[config.mk]
export PLATFORM = sky130hd
export DESIGN_NAME = aclk_timegen
export DESIGN_NICKNAME = d
export VERILOG_FILES = /design/src/rtl/aclk_timegen.sv
export SDC_FILE = /design/constraint.sdc
export NUM_CORES = 1
export LEC_CHECK = 0
export CAP_MARGIN = 15
export CORE_MARGIN = 3
export CORE_UTILIZATION = 52
export DETAILED_ROUTE_END_ITERATION = 16
export PLACE_DENSITY_LB_ADDON = 0.15
export SYNTH_ARGS = -nofsm -noshare
export SYNTH_HDL_FRONTEND = slang
export SYNTH_SLANG_ARGS = --single-unit
export TNS_END_PERCENT = 5
[constraint.sdc]
create_clock -name clk -period 3.8 [get_ports clk]
set_clock_uncertainty 0.05 [all_clocks]
set_input_delay 0.38 -clock clk [delete_from_list [all_inputs] [get_ports clk]]
set_output_delay 0.38 -clock clk [all_outputs]
set_load 0.02 [all_outputs]
[src/rtl/aclk_timegen.sv]
// aclk_timegen: divides clk into one-cycle one_second/one_minute strobes with fast-watch and restart
module aclk_timegen #(
  parameter int CLKS_PER_SEC = 256,
  parameter int SECS_PER_MIN = 60
) (
  input  logic       clk,
  input  logic       reset,
  input  logic       reset_count,
  input  logic       fast_watch,
  output logic       one_second,
  output logic       one_minute,
  output logic [5:0] sec_count
);
  localparam int PW = $clog2(CLKS_PER_SEC);
  localparam logic [PW-1:0] P_MAX = PW'(CLKS_PER_SEC - 1);
  localparam logic [5:0] S_MAX = 6'(SECS_PER_MIN - 1);
  logic [PW-1:0] p;
  logic sec_tick, min_tick;
  // wrap detection for prescaler and second counter
  always_comb begin
    sec_tick = p == P_MAX;
    min_tick = sec_tick && sec_count == S_MAX;
  end
  // prescaler, second counter and registered strobes; restart clears like reset
  always_ff @(posedge clk) begin
    if (reset || reset_count) begin
      p <= '0;
      sec_count <= '0;
      one_second <= 1'b0;
      one_minute <= 1'b0;
    end else begin
      p <= sec_tick ? '0 : p + 1'b1;
      if (sec_tick) sec_count <= min_tick ? '0 : sec_count + 6'd1;
      one_second <= sec_tick;
      one_minute <= fast_watch ? sec_tick : min_tick;
    end
  end
endmodule
Yosys cells after proc, flatten, opt, wreduce, memory -nomap -nowiden. Cells that the tools add are included.

Bits in registers: 16. Latch bits: 0. RAM bits: 0. Bits in read-only memories: 0. Input bits: 4. Output and inout port bits: 8. Word-level logic and storage cells: 13. Memories kept: 0.

Add/subtract/negate cells: 2. Multiply operators: 0. Div/mod/pow operators: 0. $lt $le $gt $ge: 0. Equal/unequal tests: 2. Shift operators: 0. Multiplexer cells: 2. Bitwise operators: 0. Reductions and logical operators: 3.

Operator list (number): adder 8 x 1 -> 8 bit (second input constant) (1); == test 8 bit (second input constant) (1); adder 6 x 1 -> 6 bit (second input constant) (1); == test 6 bit (second input constant) (1); two-way mux 6 bit (1); OR reduction 2 bit (1); logical AND 1 bit (1); logical OR 1 bit (1); two-way mux 1 bit (1).

Logic depth before layout (Yosys ltp).
Depth in word-level cells: 3. Gate-level depth with buffers: 6. Gate-level depth less buffers: 5.

Least setup slack after synthesis. OpenSTA, ideal clock, no wires.

Path kind: reg2reg. Start point: register p[0]. End point: register sec_count[0]. Library setup time: 71 ps. Arrival: 1469 ps. Data required time: 3679 ps. Slack: 2211 ps. Stages on the path, launching flop included: 7. Buffers on the path: 1. Cells stage by stage: dfxtp_1 -> ha_1 -> nand3_2 -> or2_0 -> clkbuf_2 -> or3_1 -> a21oi_1.

Longest elaborated chain between the ends: 3.

Ends and longest elaborated chain: start, declared (RTL line 17) `logic [PW-1:0] p;`; start signal, assigned (RTL line 32) `p <= sec_tick ? '0 : p + 1'b1;`; == test 8 bit (*) (RTL line 21) `sec_tick = p == P_MAX;`; logical AND 1 bit (RTL line 22) `min_tick = sec_tick && sec_count == S_MAX;`; two-way mux 6 bit (RTL line 33) `if (sec_tick) sec_count <= min_tick ? '0 : sec_count + 6'd1;`; end signal, assigned (RTL line 33); end, declared (RTL line 12) `output logic [5:0] sec_count`.

Every way passes the cells marked *; elsewhere a longest branch is shown, timed or not. A chain may end at the register's enable or synchronous reset.

Worst setup path after layout.
Start point: register sec_count[2]. End point: output port sec_count[2].

No word-level cell between the ends.

==> results_dict.tcl <==
set metrics [dict create \
    min_path_type "register to register" \
    root_buffer "clkbuf_4" \
    synth-seq-cells 16 \
    remaining_drc_errors 0 \
    fp.dieW_um 42.4 \
    holdBufCountCts 0 \
    final_common_cell "dfxtp_1" \
    arrival_ps 1410 \
    first_global_vias 467 \
    grt_max_degree 12 \
    io_buffers 11 \
    critPathTopFamily "buffers and inverters" \
    pwr-share-seq_pct 58.4 \
    coreArea_um2 1170 \
    insertion_delay_ps 290 \
    status "finished clean" \
    area_delta_synth_final_pct 22.5 \
    via_count 582 \
    fin_cells 102 \
    p_leak_nw 0.294 \
    crit_cells 1 \
    cts.sinks 16 \
    dp_hpwl_um 947 \
    routedWlPerCell_um 12.7 \
    clockBufferDepth 2 \
    synth.avg_cell_area_um2 9.21 \
    placed_cells 98 \
    final_nets 95 \
    worstMarginPinSlew_ps 408 \
    crit_path_cell_trace "clkdlybuf4s50_1" \
    synth_area_um2 691 \
    track_usage_pct 14.4 \
    power_switching_uw 59.4 \
    tritoncts "yes" \
    setup_viol 0 \
    drt-pass1-iter-count 4 \
    max-cap-violations 0 \
    holdWs_ps 415 \
    peakVddDrop_v 0.000350 \
    overflow 0 \
    yosysWarnings 0 \
    wl_um 1290 \
    slew_violations 0 \
    fp.dieArea_um2 1800 \
    start_kind "register" \
    timing.rr.end "sec_count[4]$_SDFFE_PP0P_" \
    fin_crit_ps 1840 \
    ys_seq_area_share_pct 46.4 \
    initial_core_util_pct 59.0 \
    power.total_uw 290 \
    clock_power_share_pct 38.9 \
    drive_gt1_share_pct 11.4 \
    finalHoldViolations 0 \
    reg2reg_depth 5 \
    pwr-share-comb_pct 2.8 \
    setup-tns-final_ps 0 \
    antenna_found_initial 0 \
    mostFrequentLayoutCells "16 x dfxtp_1, 11 x nor2_1, 11 x clkdlybuf4s50_1" \
    reg2reg_slack_ps 2040 \
    required_ps 3370 \
    fin_crit_sh_pct 48.3 \
    first_iter_violations 11 \
    yosys.cell_types.count 28 \
    io_pins 12 \
    antenna_left 0 \
    internal-power_uw 231 \
    clkTransAtPathRegs_ps 100 \
    slowest_stage "clkdlybuf4s50_1" \
    ys_async_sr_fraction_pct 0 \
    critPathMaxFanout 8 \
    power_density_nw_per_um2 343 \
    synth_nets 81 \
    num_rows 12 \
    r2r-start "p[0]$_SDFF_PP0_" \
    postCtsSetupBuffers 0 \
    grt_pass1_wl_um 2010 \
    cts_resized 0 \
    cts_made_buffers 3 \
    fmax_mhz 545 \
    syn_inst 75 \
    die_height_um 42.4 \
    diodes 0 \
    crit_start "sec_count[2]$_SDFFE_PP0P_" \
    ys.flop_type "dfxtp_1" \
    slew_headroom_pct 72.7 \
    worstSetupEndpointType "output port" \
    ctsHtreeMaxLevel 1 \
    rsz0062_at_grt "false" \
    synth_edf_count 0 \
    path_buf_inv 1 \
    cp-endpoint "sec_count[2]" \
    cpPeakStageDelay_ps 650 \
    routabilityCongestion 0.752 \
    viasPerCell 5.71 \
    swShare_pct 20.4 \
    path_class "register to output port" \
]
## worst reg2reg max path, stage by stage (launching register included)
cell and delay [ps]:
dfxtp_1 380, ha_1 230, nand3_2 150, nor2_1 370, o2111ai_1 190, a32o_1 290
## per-stage QoR
stage,util (%),instance area [um2],setup WS (ps)
floorplan,-,691,2210
global placement,69.1,810,2110
detailed placement,69.1,810,2050
CTS,72.2,846,1960
global route,72.2,846,1910
finish,72.2,846,1960
## logic make-up (layout without fill, tap and decap cells)
group                      Yosys count  in the layout  share of synthesized area (%)
and+or+nand+nor                     37             37                           29.2
DFF                                 16             16                           46.4
AOI/OAI and AO/OA                   14             14                           14.5
xor gates and xnor gates             4              4                           5.07
adders and majority gates            2              2                           3.62
buffers and inverters                2             15                           1.27
## Yosys cell counts (2+ instances only)
| library cell | instances | area, um2 |
|---|---|---|
| a21oi_1 | 3 | 15.0 |
| a311oi_1 | 2 | 17.5 |
| a31oi_1 | 2 | 12.5 |
| a32o_1 | 2 | 20.0 |
| dfxtp_1 | 16 | 320 |
| ha_1 | 2 | 25.0 |
| nand2_1 | 8 | 30.0 |
| nand3_1 | 3 | 15.0 |
| nor2_1 | 11 | 41.3 |
| nor3_1 | 4 | 20.0 |
| o21ai_0 | 2 | 10.0 |
| or3_1 | 2 | 12.5 |
| xor2_1 | 3 | 26.3 |
## layout make-up
class                   count  area, um2
clock buffers               4       36.3
multi-input cells          57        362
flip-flops and latches     16        320
repair buffers             11        110
well taps                  14       17.5
fillers                    90        325
## power by group through the flow
stage,clock (mW),sequential (mW),combinational [mW]
detailed placement,0,0.173,0.00809
finish,0.113,0.169,0.00805
global route,0.119,0.170,0.00890
floorplan,0,0.173,0.00382
global placement,0,0.173,0.00808
CTS,0.114,0.169,0.00811
## state kept, by name, summed over array words and instances, names as in the netlist
| register | count |
|---|---|
| p | 8 |
| sec_count | 6 |
| one_second | 1 |
| one_minute | 1 |
## per-layer routing
metal	track usage [%]	share of wire [%]
met1	19.8	50
met2	21.6	45
met3	3.43	4.3
met4	5.59	0.62
met5	0	0
## worst min path at each step
stage,from,to,cells after the start
finish,p[0]$_SDFF_PP0_,p[0]$_SDFF_PP0_,1
global route,p[0]$_SDFF_PP0_,p[0]$_SDFF_PP0_,1
CTS,p[0]$_SDFF_PP0_,p[0]$_SDFF_PP0_,1
detailed placement,p[0]$_SDFF_PP0_,p[0]$_SDFF_PP0_,1
global placement,p[0]$_SDFF_PP0_,p[0]$_SDFF_PP0_,1
floorplan,p[0]$_SDFF_PP0_,p[0]$_SDFF_PP0_,1
(Power assumes the default switching activity.)
